<file path="config.mk">
export PLATFORM = sky130hd
export DESIGN_NAME = switch_out_arbiter
export DESIGN_NICKNAME = d
export VERILOG_FILES = /design/src/rtl/switch_pkg.sv /design/src/rtl/rr_priority_picker.sv /design/src/rtl/switch_out_arbiter.sv
export SDC_FILE = /design/constraint.sdc
export NUM_CORES = 1
export LEC_CHECK = 0
export BUFFER_PORTS_ARGS = -buffer_cell sky130_fd_sc_hd__buf_4
export CAP_MARGIN = 25
export CORE_MARGIN = 3
export CORE_UTILIZATION = 49
export CTS_CLUSTER_SIZE = 24
export DETAILED_ROUTE_END_ITERATION = 7
export PLACE_DENSITY = 0.84
export SLEW_MARGIN = 5
export SYNTH_ARGS = -nofsm -noshare
export SYNTH_HDL_FRONTEND = slang
export SYNTH_HIERARCHICAL = 1
export SYNTH_SLANG_ARGS = --single-unit
</file>
<file path="constraint.sdc">
create_clock -name clk -period 5.5 [get_ports clk]
set_input_delay 0.55 -clock clk [delete_from_list [all_inputs] [get_ports clk]]
set_output_delay 0.55 -clock clk [all_outputs]
set_load 0.01 [all_outputs]
</file>
<file path="src/rtl/switch_pkg.sv">
// Shared definitions for the 4-port switch: arbiter state encoding and header field widths.
package switch_pkg;

    localparam int NUM_PORTS = 4;

    // Packet header field widths.
    localparam int SRC_W  = 4;
    localparam int TGT_W  = 4;
    localparam int DATA_W = 8;

    typedef enum logic [1:0] {
        ARB_IDLE = 2'd0,
        ARB_WAIT = 2'd1,
        ARB_XMIT = 2'd2
    } arb_state_t;

endpackage

</file>
<file path="src/rtl/rr_priority_picker.sv">
// Round-robin priority picker: first set request scanning ptr, ptr+1, ... mod 4.
module rr_priority_picker (
    input  logic [3:0] req,
    input  logic [1:0] ptr,
    output logic       any,
    output logic [1:0] idx
);

    // Scan from the farthest candidate down to ptr so the nearest set request wins.
    always_comb begin
        any = |req;
        idx = ptr;
        for (int k = 3; k >= 0; k--) begin
            if (req[2'(ptr + 2'(k))]) begin
                idx = 2'(ptr + 2'(k));
            end
        end
    end

endmodule

</file>
<file path="src/rtl/switch_out_arbiter.sv">
// Per-output-port round-robin arbiter: picks one input FIFO head targeting this port,
// drives the output mux select and the winning FIFO's pop (grant).
//
// Handshake toward the output: valid_out is high while the latched winner still
// requests in ARB_XMIT; a transfer happens in the cycle where valid_out and out_ready
// are both high, which is exactly the cycle grant pops the winner's FIFO. While
// out_ready is low, valid_out, mux_select and the winner are held stable.
module switch_out_arbiter
    import switch_pkg::*;
#(
    parameter int PORT_ID   = 0,
    parameter int NUM_PORTS = 4,
    parameter int CNT_W     = 16
) (
    input  logic                   clk,
    input  logic                   rst,
    input  logic [NUM_PORTS-1:0]   head_valid,
    input  logic [4*NUM_PORTS-1:0] head_target,
    input  logic                   out_ready,
    output logic [NUM_PORTS-1:0]   grant,
    output logic [1:0]             mux_select,
    output logic                   valid_out,
    output logic                   busy,
    output logic [CNT_W-1:0]       pkt_count,
    output logic                   arb_err,
    output arb_state_t             dbg_state,
    output logic [1:0]             dbg_rr_ptr
);

    arb_state_t           state, state_n;
    logic [1:0]           rr_ptr, rr_ptr_n;
    logic [1:0]           winner_q, winner_n;
    logic [CNT_W-1:0]     cnt_n;
    logic [NUM_PORTS-1:0] req;
    logic                 pick_any;
    logic [1:0]           pick_idx;

    // A head requests this port when valid and its target bit for PORT_ID is set.
    always_comb begin
        for (int i = 0; i < NUM_PORTS; i++) begin
            req[i] = head_valid[i] & head_target[4*i+PORT_ID];
        end
    end

    // Target bits for the other output ports are consumed by their own arbiters.
    logic unused_target;
    assign unused_target = ^head_target;

    rr_priority_picker u_picker (
        .req (req),
        .ptr (rr_ptr),
        .any (pick_any),
        .idx (pick_idx)
    );

    // State, round-robin pointer, latched winner and packet counter.
    always_ff @(posedge clk) begin
        if (rst) begin
            state     <= ARB_IDLE;
            rr_ptr    <= 2'd0;
            winner_q  <= 2'd0;
            pkt_count <= '0;
        end else begin
            state     <= state_n;
            rr_ptr    <= rr_ptr_n;
            winner_q  <= winner_n;
            pkt_count <= cnt_n;
        end
    end

    // Next-state and outputs; grant/valid_out/arb_err are forced low during reset.
    always_comb begin
        state_n   = state;
        rr_ptr_n  = rr_ptr;
        winner_n  = winner_q;
        cnt_n     = pkt_count;
        grant     = '0;
        valid_out = 1'b0;
        arb_err   = 1'b0;
        case (state)
            ARB_IDLE: begin
                if (pick_any) state_n = ARB_WAIT;
            end
            ARB_WAIT: begin
                if (pick_any) begin
                    winner_n = pick_idx;
                    state_n  = ARB_XMIT;
                end else begin
                    state_n  = ARB_IDLE;
                end
            end
            ARB_XMIT: begin
                valid_out = req[winner_q];
                if (!req[winner_q]) begin
                    // Winner withdrew its request before being served.
                    arb_err = 1'b1;
                    state_n = ARB_IDLE;
                end else if (out_ready) begin
                    grant[winner_q] = 1'b1;
                    rr_ptr_n        = winner_q + 2'd1;
                    cnt_n           = pkt_count + CNT_W'(1);
                    state_n         = ARB_WAIT;
                end
            end
            default: state_n = ARB_IDLE;
        endcase
        if (rst) begin
            grant     = '0;
            valid_out = 1'b0;
            arb_err   = 1'b0;
        end
    end

    assign mux_select = winner_q;
    assign busy       = (state != ARB_IDLE) && !rst;
    assign dbg_state  = state;
    assign dbg_rr_ptr = rr_ptr;

endmodule

</file>
### Word-level counts from Yosys, hierarchy flattened

Index checks and enable logic that the tools add are counted.
W data, S select, Z words.

* reductions and logical operators: 9
* equality and inequality tests: 4
* mux-type cells: 30
* magnitude comparators: 6
* add/subtract/negate cells: 5
* bitwise logic cells: 4

Operator list (number)
* $add A16 B1 Y16 const B: 1
* $mux W2: 8
* $mux W4: 4
* $lt A2 B3 Y1 const B: 5
* $mux W1: 11
* $bmux W1 S2: 5
* $pmux W2 S3: 1
* $add A2 B1 Y2 const B: 2
* $add A2 B2 Y2 const B: 2
* $and A1 B1 Y1: 4
* $reduce_and A2 Y1: 2
* $reduce_or A4 Y1: 1
* $ne A3 B3 Y1 const B: 1
* $reduce_and A3 Y1: 1
* $demux W1 S2: 1
* $eq A2 B1 Y1 const B: 1
* $eq A2 B2 Y1 const B: 1
* $ge A2 B1 Y1 const B: 1
* $logic_and A1 B1 Y1: 2
* $logic_not A2 Y1: 1
* $ne A2 B2 Y1 const B: 1
* $reduce_bool A2 Y1: 1
* $logic_not A1 Y1: 1

* output and inout bits: 29
* bits in registers: 22

### Depth between registers and ports, before layout

* depth in word-level cells: 8
* depth in mapped cells: 7
* mapped depth without buffers: 7

### Hierarchy

The synthesis kept the hierarchy.

By module, submodules not included
* switch_out_arbiter: instances 1, area an instance 1223.7 sq um, cells an instance 142
* rr_priority_picker: instances 1, area an instance 100.1 sq um, cells an instance 16

### Worst setup path after synthesis

Ideal clock, no wire load.

* path type: input to output
* start: in head_valid[0]
* end: out grant[0]
* path buffers: 1
* setup slack: 3.158 ns
* stages: 5
* arrival: 1.792 ns
* cell sequence: nand2_1 > mux4_2 > buf_6 > nor4b_2 > and2_1

* longest elaborated chain between the ends: 6

Ends and longest elaborated chain
* start, declared: RTL line switch_out_arbiter.sv:17 `input logic [NUM_PORTS-1:0] head_valid,`
* $and A1 B1 Y1: RTL line switch_out_arbiter.sv:41 `req[i] = head_valid[i] & head_target[4*i+PORT_ID];`
* $bmux W1 S2: RTL line switch_out_arbiter.sv:94 `if (!req[winner_q]) begin`
* $mux W1 (not written as such): RTL line switch_out_arbiter.sv:94
* $mux W4: RTL line switch_out_arbiter.sv:94
* $mux W4: RTL line switch_out_arbiter.sv:80 `case (state)`
* $mux W4: RTL line switch_out_arbiter.sv:107 `if (rst) begin`
* end, declared: RTL line switch_out_arbiter.sv:20 `output logic [NUM_PORTS-1:0] grant,`

No other way between the ends. The select of a mux whose other input is x is not followed.

### Worst setup path after layout

* start: reg winner_q[1], in the netlist mux_select[1]
* end: out grant[1]

* longest elaborated chain between the ends: 8

Ends and longest elaborated chain
* start, declared: RTL line switch_out_arbiter.sv:32 `logic [1:0] winner_q, winner_n;`
* start signal, assigned: RTL line switch_out_arbiter.sv:66 `winner_q <= winner_n;`
* $lt A2 B3 Y1 (not written as such) / $ge A2 B1 Y1 (equally long branches): RTL line switch_out_arbiter.sv:99 `grant[winner_q] = 1'b1;`
* $logic_and A1 B1 Y1 (not written as such): RTL line switch_out_arbiter.sv:99
* $mux W1 (not written as such): RTL line switch_out_arbiter.sv:99
* $demux W1 S2: RTL line switch_out_arbiter.sv:99
* $mux W4: RTL line switch_out_arbiter.sv:98 `end else if (out_ready) begin`
* $mux W4 (*): RTL line switch_out_arbiter.sv:94
* $mux W4 (*): RTL line switch_out_arbiter.sv:80
* $mux W4 (*): RTL line switch_out_arbiter.sv:107

Every way passes the cells marked *; elsewhere a longest branch is shown, timed or not. The select of a mux whose other input is x is not followed.

==> metrics <==
critical-path maximum fanout=37; via count of the first global-routing pass=1,259; critical path endpoint category=primary output; Maximum Capacitance Violations=0; cell class contributing the biggest share of worst-path delay=multiplexers; last element of the critical path=grant[1]; share of post-route cells with drive strength above 1=0.2629; Slowest Stage Delay on Critical Path=0.78 ns; data required time at the worst endpoint=4.95 ns; width of the chip=57.98 um; IO Port Bufs=39; Post CTS Setup Buffer Count=0; critical path's slowest cell=sky130_fd_sc_hd__mux4_2; reg-to-reg setup timing slack=3.32 ns; number of vias after detailed routing=1,351; core footprint=0.002522 mm2; effective utilization at floorplan=0.5248; clock tree from TritonCTS=yes; FF+latch area=440.4 um2; worst-case clock buffer depth=2; async set-reset flop share out of synthesis=0; area of the die=0.003361 mm2; CP Depth=5; via density per instance=6.031; Inserted Clock Buffers=3; vertical extent of the die=57.98 um; RR Startpoint=mux_select[1]; sum of overflow across all layers after global routing=0; count of flip-flops with a built-in enable after synthesis=0; Detail Route Antenna Nets=0; Tot GR Track Use=0.1948; fill cell total of the finished layout=221; Detailed Place HPWL=2.233 mm; Cell Area, Synth=0.001324 mm2; site row count=18; HP Class=reg -> reg; Slew Limit Headroom=0.6207; most used flip-flop cell after synthesis=sky130_fd_sc_hd__dfxtp_1; final setup fails=0; Startpoint Class=register; crit path cell chain=inv_2 -> mux4_2 -> nor4b_2 -> and2_1 -> buf_4; setup repair after global routing missed its margin=no; average wire length per cell after detail routing=13.70 um; worst skew pair latency=0.32 ns; count of inserted antenna diode cells=0; worst vdd ir=204.8 uV; maximum number of pins on one net before global-route repair=38; status=completed; Lkg Pwr=0.0006821 uW; arrival time reported for the critical path endpoint=2.34 ns; Critical Path Source=mux_select[1]; clock sinks=22; maximum frequency from static timing analysis=345.5 MHz; Root Buffer Master=sky130_fd_sc_hd__clkbuf_4; final setup TNS=0 ns; Avg Synthesized Cell Area=8.378 um2; DRC marker count from the first detailed-route iteration=47; WP buf/inv=2; drt total wl=3.069 mm; nets in the synthesized netlist=186; clock slew at the register clock pins of the worst setup and hold paths=0.13 ns; Layout Utilization=0.6627; count of different cell masters after synthesis=36; R2R cell count=4; initial antenna violation count=0; worst r2r dst=pkt_count[15]; Seq/Total Area, Yosys=0.3327; Yosys reg bits=22; first-pass GRT wire length=5.250 mm; period utilization=0.5262; number of hold violations in the final report=0; largest clock skew in the final design=0.01234 ns; number of iterations in the first detailed-routing pass=4; number of warnings printed during yosys synthesis=6; placer's final routability congestion estimate=0.8143; multi-input combinational cell area=814.5 um2; Worst Max-Slew Pin Slew=0.5690 ns; Synth Instances=158; signed area change from the synthesized netlist to the final layout=26.28%; clock period minus final worst setup slack=2.894 ns; final count of pins violating max slew=0; post_cts resized=0; Layout Nets=223; type of the worst setup path=reg -> out; CTS Hold Bufs=0; count of pins on the block boundary=52; DRC viols=0; power density normalized to cell area=197.3 mW/mm2; maximum level of the CTS H-tree=1
==> cells by family after synthesis <==
family / count (synthesis) / share of synthesized area
AO/OA/AOI/OAI: 37 / 0.1730
adder cells (fa/ha/maj): 5 / 0.04726
buffers and inverters: 16 / 0.05198
flip-flops: 22 / 0.3327
multiplexers: 6 / 0.05576
AND/OR/NAND/NOR: 72 / 0.3393
==> worst min path at each step <==
stage | from | endpoint | slack, ns | depth (start not counted)
floorplan | pkt_count[14] | pkt_count[14] | 0.50 | 2
global placement | pkt_count[13] | pkt_count[13] | 0.48 | 2
detailed placement | pkt_count[13] | pkt_count[13] | 0.49 | 2
CTS | pkt_count[13] | pkt_count[13] | 0.51 | 2
global route | out_ready | dbg_state[1] | 0.53 | 3
finish | pkt_count[13] | pkt_count[13] | 0.51 | 2
==> tightest hold or removal path, cell delays in order, from the launching register on <==
cell	delay [ns]
sky130_fd_sc_hd__dfxtp_1	0.36
sky130_fd_sc_hd__o31ai_1	0.07
sky130_fd_sc_hd__a21oi_1	0.05
==> metal layers <==
| layer | routed length [um] | track usage | up-vias |
|---|---|---|---|
| met3 | 169 | 0.01782 | 7 |
| li1 | - | - | 657 |
| met4 | 75 | 0.09272 | 0 |
| met5 | 0 | 0 | - |
| met2 | 1507 | 0.3452 | 43 |
| met1 | 1317 | 0.2352 | 644 |
==> cell usage after synthesis, types with 5 or more instances <==
library cell | number | share of area
sky130_fd_sc_hd__inv_1 | 8 | 0.023
sky130_fd_sc_hd__o21ai_0 | 6 | 0.023
sky130_fd_sc_hd__nor2_1 | 8 | 0.023
sky130_fd_sc_hd__nand2b_1 | 6 | 0.028
sky130_fd_sc_hd__nand2_1 | 11 | 0.031
sky130_fd_sc_hd__clkbuf_1 | 5 | 0.014
sky130_fd_sc_hd__dfxtp_1 | 22 | 0.33
sky130_fd_sc_hd__a21oi_1 | 16 | 0.060
sky130_fd_sc_hd__or4_1 | 12 | 0.068
sky130_fd_sc_hd__o31ai_1 | 11 | 0.062
sky130_fd_sc_hd__ha_1 | 5 | 0.047
sky130_fd_sc_hd__and2_1 | 5 | 0.024
==> flip-flops by register name (all words and copies together) (netlist names) <==
name        flops
dbg_rr_ptr      2
dbg_state       2
mux_select      2
pkt_count      16
==> cell usage in the layout (no fill, tap or decap), types with 4 or more instances in the layout <==
| master | n |
|---|---|
| sky130_fd_sc_hd__dfxtp_1 | 22 |
| sky130_fd_sc_hd__inv_1 | 8 |
| sky130_fd_sc_hd__o31ai_1 | 11 |
| sky130_fd_sc_hd__or3_1 | 4 |
| sky130_fd_sc_hd__nand2b_1 | 6 |
| sky130_fd_sc_hd__and2_1 | 5 |
| sky130_fd_sc_hd__a21oi_1 | 16 |
| sky130_fd_sc_hd__nand3_1 | 4 |
| sky130_fd_sc_hd__buf_4 | 39 |
| sky130_fd_sc_hd__nand2_1 | 11 |
| sky130_fd_sc_hd__nor2_1 | 8 |
| sky130_fd_sc_hd__o21ai_0 | 6 |
| sky130_fd_sc_hd__mux2i_1 | 4 |
| sky130_fd_sc_hd__nand4_1 | 4 |
| sky130_fd_sc_hd__or4_1 | 12 |
| sky130_fd_sc_hd__ha_1 | 5 |
==> cell type report <==
class,count,area share
Inverter,9,0.02021
Tap cell,30,0.02246
Timing Repair Buffer,39,0.1752
Multi-Input combinational cell,120,0.4873
Sequential cell,22,0.2635
Clock buffer,3,0.01347
Clock inverter,1,0.01796
==> metrics by stage <==
stage	instance area, um2	setup WS, ns	std cells	hold WS [ns]	total power [uW]
4_1_cts	1672	2.580	224	0.5112	333.7
3_5_place_dp	1619	2.751	220	0.4926	207.0
3_3_place_gp	1619	2.785	220	0.4752	205.2
5_1_grt	1672	2.457	224	0.5343	341.8
6_report	1672	2.606	224	0.5062	329.8
2_1_floorplan	1324	3.158	158	0.5036	193.1
==> where the power goes <==
part           internal [uW]  total, uW  switching (uW)
Sequential               161        165            3.40
Combinational           17.4       39.0            21.6
Clock                   73.8        126            52.3
Total                    253        330            77.3
No activity file was read; power rests on OpenSTA's default activity.
